==> config.mk <==
export PLATFORM = sky130hd
export DESIGN_NAME = irq_priority_encoder_flat
export DESIGN_NICKNAME = d
export VERILOG_FILES = /design/src/rtl/encoder_pkg.sv /design/src/rtl/irq_priority_encoder_if.sv /design/src/rtl/msb_select.sv /design/src/rtl/irq_priority_encoder.sv /design/src/flat_wrapper.sv
export SDC_FILE = /design/constraint.sdc
export NUM_CORES = 1
export LEC_CHECK = 0
export ABC_AREA = 1
export BUFFER_PORTS_ARGS = -buffer_cell sky130_fd_sc_hd__buf_2
export CORE_AREA = 2 2 47 44
export CTS_BUF_LIST = sky130_fd_sc_hd__clkbuf_8
export DETAILED_ROUTE_END_ITERATION = 12
export DIE_AREA = 0 0 49 46
export HOLD_SLACK_MARGIN = 0.12
export PLACE_DENSITY = 0.65
export SETUP_SLACK_MARGIN = 0.4
export SLEW_MARGIN = 5
export SYNTH_ARGS = -nofsm -noshare
export SYNTH_HDL_FRONTEND = slang
export SYNTH_SLANG_ARGS = --single-unit
==> constraint.sdc <==
create_clock -name iClk -period 1.3 [get_ports iClk]
set_clock_uncertainty 0.05 [all_clocks]
set_input_delay 0.26 -clock iClk [delete_from_list [all_inputs] [get_ports iClk]]
set_output_delay 0.26 -clock iClk [all_outputs]
set_load 0.02 [all_outputs]
==> src/rtl/encoder_pkg.sv <==
// Shared types and constants for the irq_priority_encoder block.
package encoder_pkg;

    localparam int unsigned DEFAULT_WIDTH = 8;
    localparam int unsigned DEFAULT_IDX_W = 3;

    localparam logic [1:0] ENA_ACTIVE = 2'b10;

    typedef enum logic [0:0] {
        StIdle,
        StPresent
    } state_e;

endpackage

==> src/rtl/irq_priority_encoder_if.sv <==
// Request/handshake bundle for irq_priority_encoder; slave is the encoder side.
interface irq_priority_encoder_if
    import encoder_pkg::*;
#(
    parameter int unsigned WIDTH = DEFAULT_WIDTH,
    parameter int unsigned IDX_W = DEFAULT_IDX_W
);

    logic [1:0]       iEna;
    logic [WIDTH-1:0] iReq;
    logic             iAck;
    logic             iClr;
    logic [IDX_W-1:0] oData;
    logic             oValid;
    logic [WIDTH-1:0] oPending;
    logic             oOverflow;

    modport master (
        output iEna, iReq, iAck, iClr,
        input  oData, oValid, oPending, oOverflow
    );

    modport slave (
        input  iEna, iReq, iAck, iClr,
        output oData, oValid, oPending, oOverflow
    );

endinterface

==> src/rtl/msb_select.sv <==
// Combinational highest-set-bit selector: index of the top set bit plus an any-set flag.
module msb_select #(
    parameter int unsigned WIDTH = 8,
    parameter int unsigned IDX_W = 3
) (
    input  logic [WIDTH-1:0] vec_i,
    output logic [IDX_W-1:0] idx_o,
    output logic             any_o
);

    // Ascending scan so the highest set bit is the last one written.
    always_comb begin
        idx_o = '0;
        for (int unsigned i = 0; i < WIDTH; i++) begin
            if (vec_i[i]) begin
                idx_o = IDX_W'(i);
            end
        end
    end

    assign any_o = |vec_i;

endmodule

==> src/rtl/irq_priority_encoder.sv <==
// Sticky 8-to-3 priority encoder with valid/ack handshake.
// Define ENCODER_EDGE_DETECT_EN for rising-edge capture with a sticky overflow flag.
module irq_priority_encoder
    import encoder_pkg::*;
#(
    parameter int unsigned WIDTH = DEFAULT_WIDTH,
    parameter int unsigned IDX_W = DEFAULT_IDX_W
) (
    input logic                   iClk,
    input logic                   iRst_n,
    irq_priority_encoder_if.slave bus
);

    state_e           state_q, state_d;
    logic [WIDTH-1:0] pending_q, pending_d;
    logic [IDX_W-1:0] data_q, data_d;
    logic [WIDTH-1:0] set;
    logic [WIDTH-1:0] ack_mask;
    logic [IDX_W-1:0] msb_idx;
    logic             msb_any;
    logic             active;
    logic             ack_fire;

    assign active   = (bus.iEna == ENA_ACTIVE);
    assign ack_fire = bus.iAck && (state_q == StPresent);
    assign ack_mask = ack_fire ? (WIDTH'(1) << data_q) : '0;

`ifdef ENCODER_EDGE_DETECT_EN
    logic [WIDTH-1:0] req_q, req_d;
    logic             overflow_q, overflow_d;

    assign req_d = bus.iReq;
    assign set   = active ? (bus.iReq & ~req_q) : '0;

    // A new edge on a bit still pending (and not leaving this cycle) is lost.
    always_comb begin
        overflow_d = overflow_q;
        if (bus.iClr) begin
            overflow_d = 1'b0;
        end else if (|(set & pending_q & ~ack_mask)) begin
            overflow_d = 1'b1;
        end
    end

    always_ff @(posedge iClk or negedge iRst_n) begin
        if (!iRst_n) begin
            req_q      <= '0;
            overflow_q <= 1'b0;
        end else begin
            req_q      <= req_d;
            overflow_q <= overflow_d;
        end
    end

    assign bus.oOverflow = overflow_q;
`else
    assign set           = active ? bus.iReq : '0;
    assign bus.oOverflow = 1'b0;
`endif

    // Set is OR-ed after the ack clear so a re-asserted bit stays pending.
    always_comb begin
        if (bus.iClr) begin
            pending_d = '0;
        end else begin
            pending_d = (pending_q & ~ack_mask) | set;
        end
    end

    msb_select #(
        .WIDTH(WIDTH),
        .IDX_W(IDX_W)
    ) u_msb_select (
        .vec_i(pending_q),
        .idx_o(msb_idx),
        .any_o(msb_any)
    );

    always_ff @(posedge iClk or negedge iRst_n) begin
        if (!iRst_n) begin
            state_q   <= StIdle;
            pending_q <= '0;
            data_q    <= '0;
        end else begin
            state_q   <= state_d;
            pending_q <= pending_d;
            data_q    <= data_d;
        end
    end

    always_comb begin
        state_d = state_q;
        unique case (state_q)
            StIdle: begin
                if (!bus.iClr && active && msb_any) begin
                    state_d = StPresent;
                end
            end
            StPresent: begin
                if (bus.iClr || ack_fire) begin
                    state_d = StIdle;
                end
            end
            default: state_d = StIdle;
        endcase
    end

    // Priority is sampled only on the grant; oData otherwise keeps its last value.
    always_comb begin
        data_d = data_q;
        if (state_q == StIdle && state_d == StPresent) begin
            data_d = msb_idx;
        end
    end

    assign bus.oData    = data_q;
    assign bus.oValid   = (state_q == StPresent);
    assign bus.oPending = pending_q;

endmodule
==> src/flat_wrapper.sv <==
// flat-port wrapper written by rule: the top's interface ports become plain ports
module irq_priority_encoder_flat import encoder_pkg::*;
#(
    parameter int unsigned WIDTH = DEFAULT_WIDTH,
    parameter int unsigned IDX_W = DEFAULT_IDX_W
)
  (iClk, iRst_n, bus_iEna, bus_iReq, bus_iAck, bus_iClr, bus_oData, bus_oValid, bus_oPending, bus_oOverflow);
  irq_priority_encoder_if #(.WIDTH(WIDTH), .IDX_W(IDX_W)) bus_i ();
  input logic iClk;
  input logic iRst_n;
  input wire logic [$bits(bus_i.iEna)-1:0] bus_iEna;
  input wire logic [$bits(bus_i.iReq)-1:0] bus_iReq;
  input wire logic [$bits(bus_i.iAck)-1:0] bus_iAck;
  input wire logic [$bits(bus_i.iClr)-1:0] bus_iClr;
  output wire logic [$bits(bus_i.oData)-1:0] bus_oData;
  output wire logic [$bits(bus_i.oValid)-1:0] bus_oValid;
  output wire logic [$bits(bus_i.oPending)-1:0] bus_oPending;
  output wire logic [$bits(bus_i.oOverflow)-1:0] bus_oOverflow;
  assign bus_i.iEna = bus_iEna;
  assign bus_i.iReq = bus_iReq;
  assign bus_i.iAck = bus_iAck;
  assign bus_i.iClr = bus_iClr;
  assign bus_oData = bus_i.oData;
  assign bus_oValid = bus_i.oValid;
  assign bus_oPending = bus_i.oPending;
  assign bus_oOverflow = bus_i.oOverflow;
  irq_priority_encoder #(.WIDTH(WIDTH), .IDX_W(IDX_W)) u_core (.iClk(iClk), .iRst_n(iRst_n), .bus(bus_i));
endmodule
=== Word-level counts from Yosys, hierarchy flattened ===
Index checks and enable logic that the tools add are counted.

* Flip-flop bits (word level): 12

* Shift-type cells: 1
* Bitwise logic cells: 4
* Muxes and demuxes: 13
* Reduce and logical (&&, ||, !) cells: 7
* Eq/ne operators: 1

{| class="wikitable"
|+ Operators by type and width
! operator !! count
|-
| $mux W8 || 3
|-
| $mux W3 || 6
|-
| $and A8 B8 Y8 || 1
|-
| $not A8 Y8 || 1
|-
| $or A8 B8 Y8 || 1
|-
| $reduce_or A8 Y1 || 1
|-
| $shl A1 B3 Y8 const A || 1
|-
| $logic_and A1 B1 Y1 || 4
|-
| $mux W1 || 3
|-
| $eq A2 B2 Y1 const B || 1
|-
| $pmux W1 S2 || 1
|-
| $logic_not A1 Y1 || 1
|-
| $logic_or A1 B1 Y1 || 1
|-
| $not A1 Y1 || 1
|}

=== Longest topological paths before layout ===
* Word-level depth: 7
* Mapped depth: 9
* Depth with buffers taken out: 9

=== By module ===
Synthesis repeated with hierarchy kept, for this count alone.

* Cells, all modules: 110
* Area total of the unflattened synthesis: 709.4 um2

{| class="wikitable"
|+ Modules (own cells, without submodules)
! module !! area an instance (um2) !! cells an instance !! seq. area each (um2) !! times used
|-
| irq_priority_encoder || 631.9 || 90 || 300.3 || 1
|-
| msb_select || 77.6 || 20 || 0.0 || 1
|}

=== Worst setup path before layout ===
OpenSTA, ideal clock, no wires.

* Path kind: register to register
* Start: register u_core.pending_q[5], in the netlist u_core.bus.oPending[5]
* End: register u_core.data_q[0], in the netlist u_core.bus.oData[0]
* Arrival time: 0.995 ns
* Period minus slack after synthesis: 1.162 ns
* Stages on the path, launching flop included: 6
* Slack: 0.138 ns
* Path through: dfrtp_1 -> nor2_2 -> nand3_2 -> o21a_1 -> nand2_1 -> nand2_1

* Word-level cells in the longest chain between the ends: 5
* Elaborated cells on any way between the ends: 8

{| class="wikitable"
|+ Ends and longest elaborated chain
! item !! line !! source
|-
| start, declared || irq_priority_encoder.sv:15 || <nowiki>logic [WIDTH-1:0] pending_q, pending_d;</nowiki>
|-
| start signal, assigned || irq_priority_encoder.sv:86 || <nowiki>pending_q <= pending_d;</nowiki>
|-
| $reduce_or A8 Y1 || msb_select.sv:21 || <nowiki>assign any_o = |vec_i;</nowiki>
|-
| $logic_and A1 B1 Y1 || irq_priority_encoder.sv:95 || <nowiki>if (!bus.iClr && active && msb_any) begin</nowiki>
|-
| $mux W1 || irq_priority_encoder.sv:95 ||
|-
| $pmux W1 S2 || irq_priority_encoder.sv:93 || <nowiki>unique case (state_q)</nowiki>
|-
| $logic_and A1 B1 Y1 || irq_priority_encoder.sv:111 || <nowiki>if (state_q == StIdle && state_d == StPresent) begin</nowiki>
|-
| end signal, assigned || irq_priority_encoder.sv:87 || <nowiki>data_q <= data_d;</nowiki>
|-
| end, declared || irq_priority_encoder.sv:16 || <nowiki>logic [IDX_W-1:0] data_q, data_d;</nowiki>
|}

Several ways; a longest one is shown, not always the timed one.
A chain may end at the register's enable or synchronous reset.

=== Worst setup path in the final report ===
* Start: register u_core.pending_q[0], in the netlist u_core.bus.oPending[0]
* End: register u_core.data_q[0], in the netlist u_core.bus.oData[0]

* Word-level cells in the longest chain between the ends: 5

{| class="wikitable"
|+ Ends and longest elaborated chain
! item !! line
|-
| $reduce_or A8 Y1 || msb_select.sv:21
|-
| $logic_and A1 B1 Y1 || irq_priority_encoder.sv:95
|-
| $mux W1 || irq_priority_encoder.sv:95
|-
| $pmux W1 S2 || irq_priority_encoder.sv:93
|-
| $logic_and A1 B1 Y1 || irq_priority_encoder.sv:111
|}

No other way between the ends.

==> out/results.txt <==
Status - completed
1st-pass router iterations - 4
Clk_lat worst skew - 0.24 ns
Via Count - 714
Gpl congestion - 0.820
Static leakage - 0.571 nW
Worst path slowest cell - dfrtp_2
Syn Nets - 107
Layout Cells excl Fill - 155
Reg2reg start - u_core.bus.oPending[0]$_DFF_PN0_
Worst Min Path Start - bus_iReq[4]
CTS Buffer Depth - 2
Fmax - 883 MHz
Commonest non-fill, non-tap cell in the layout - nand2_1
CP Cell Sequence - nor2_1, nand3_1, o21a_1, nand2_1, nand2_1
Vias in the first global route - 680
Nets - 145
Final setup violation count - 0
RSZ-0062 raised after global routing - yes
Multi-input logic area - 379 um^2
Antenna cells - 0
Layout cells sized above 1 - 50.0%
Dpl ws - 0.193 ns
WL final - 1760 um
CP Class - flop to flop
Setup_tns - 0 ns
First-pass GRT wire length - 2850 um
Synth Instances - 93
H-tree depth - 1
Site Rows - 15
Number of placed I/O pins - 27
Filler cells - 153
Detail Route Antenna Nets - 0
Max-slew violations - 0
Seq/Total Area, Yosys - 44.9%
Initial antenna violation count - 0
Final WS setup - 0.168 ns
CTS Sinks - 12
CP dominant cell by count - nand2_1
Max-Cap Viols - 0
Die ar. - 2250 um^2
Asr flop ratio synth - 100%
Syn Area/Cell - 7.20 um^2
Die W - 49 um
Post-synth top flop - dfrtp_1
Worst Path Required - 1.38 ns
Tmin final - 1.13 ns
I/O Buffers - 25
Mapped cell area - 669 um^2
Core Region - 1820 um^2
Worst setup startpoint - u_core.bus.oPending[0]$_DFF_PN0_
Hold Path Class - primary input to flop
Type of origin of the critical path - flop
DR WL/cell - 11.4 um
Drt drc - 0
Largest net degree at the start of global routing - 13
Global route total overflow - 0
Crit path arrival time - 1.21 ns
Root buf cell - clkbuf_8
Post-synth cell types - 15
Syn. warnings - 0
Post-DP HPWL - 1190 um
Final count of hold timing violations - 0
Initial DRC count - 8
Vias/cell - 4.61
Peak supply drop - 0.000761 V
Flops & latches, synth - 12
Commonest cells after routing, fill and taps aside - 39 x nand2_1, 16 x buf_6, 13 x buf_2
P per Cell Area - 1270 nW/um^2
Cts bufs inserted - 3
Max incr delay on CP - 0.41 ns
Starting Density - 36.8%
Critical path peak fanout - 3
CP Capture Type - flop
CTS tree - yes
Tcrit/Tclk final - 87.1%
Dpl cells - 142
Die Y - 46 um
EDFF count, synth - 0
Tot GR Track Use - 17.7%
Clock-pin slew on the worst setup and hold paths - 0.05 ns
Area Growth Syn to Fin - 65.0%
FF/Latch Area - 310 um^2
Hold WS - 0.162 ns
-- layout make-up --
type	instances	share of cell area, %
repair buffers	34	25.8
clock inverters	1	0.340
multi-input cells	67	34.3
well taps	25	2.83
flip-flops and latches	12	28.1
clock buffers	3	3.74
inverters	13	4.87
-- power breakdown --
| group | switching, mW | total (mW) | internal [mW] |
|---|---|---|---|
| clock | 0.140 | 0.348 | 0.208 |
| combinational | 0.311 | 0.575 | 0.263 |
| sequential | 0.0494 | 0.476 | 0.427 |
-- per-layer routing --
metal | routed length [um] | track usage (%)
met2 | 876 | 34.0
met1 | 774 | 18.9
met4 | 36 | 10.3
met5 | 0 | 0
met3 | 71 | 2.96
-- repair_timing --
action,CTS,global route
pin swaps,6,10
endpoints found under the hold margin,12,0
hold buffers,1,0
setup buffers,8,0
resized for setup,31,15
setup endpoints to repair,24,24
-- per-stage QoR --
step	total power [mW]	utilization, %	area [um^2]
after CTS	1.35	58.4	1060
final	1.40	60.7	1100
after floorplan	0.692	-	697
after global routing	1.47	60.7	1100
after detailed placement	0.805	46.5	846
after global placement	0.797	46.5	846
-- kinds of logic after synthesis --
kind of cell	synth area share (%)
AND/OR/NAND/NOR	42.6
buffers and inverters	8.79
flip-flops	44.9
AO/OA/AOI/OAI	3.18
other	0.560
-- final timing paths --
path | to | cells after the start | slack [ns]
max | u_core.bus.oData[0]$_DFFE_PN0P_ | 5 | 0.17
min | u_core.bus.oPending[4]$_DFF_PN0_ | 3 | 0.16
max reg2reg | u_core.bus.oData[0]$_DFFE_PN0P_ | 5 | 0.17
min reg2reg | u_core.bus.oPending[0]$_DFF_PN0_ | 2 | 0.51
max in group asynchronous | u_core.bus.oPending[5]$_DFF_PN0_ | 2 | 0.58
min in group asynchronous | u_core.bus.oData[1]$_DFFE_PN0P_ | 2 | 0.37
-- flip-flops by register name (all words and copies together) (netlist names) --
| register | count |
|---|---|
| u_core.bus.oValid | 1 |
| u_core.bus.oData | 3 |
| u_core.bus.oPending | 8 |
-- synthesized netlist by cell type (3+ instances only) --
cell,n,area (um^2)
nand2_1,42,158
nor2_2,3,18.8
nor2_1,4,15.0
inv_1,12,45.0
nand3_1,11,55.1
dfrtp_1,12,300
-- critical path: cells and delay by family (launching register included) --
family / cells / cell delay, ns
DFF: 1 / 0.41
and+or+nand+nor: 4 / 0.34
AOI/OAI and AO/OA: 1 / 0.22
Note: power is estimated with default switching activity, not from simulation.
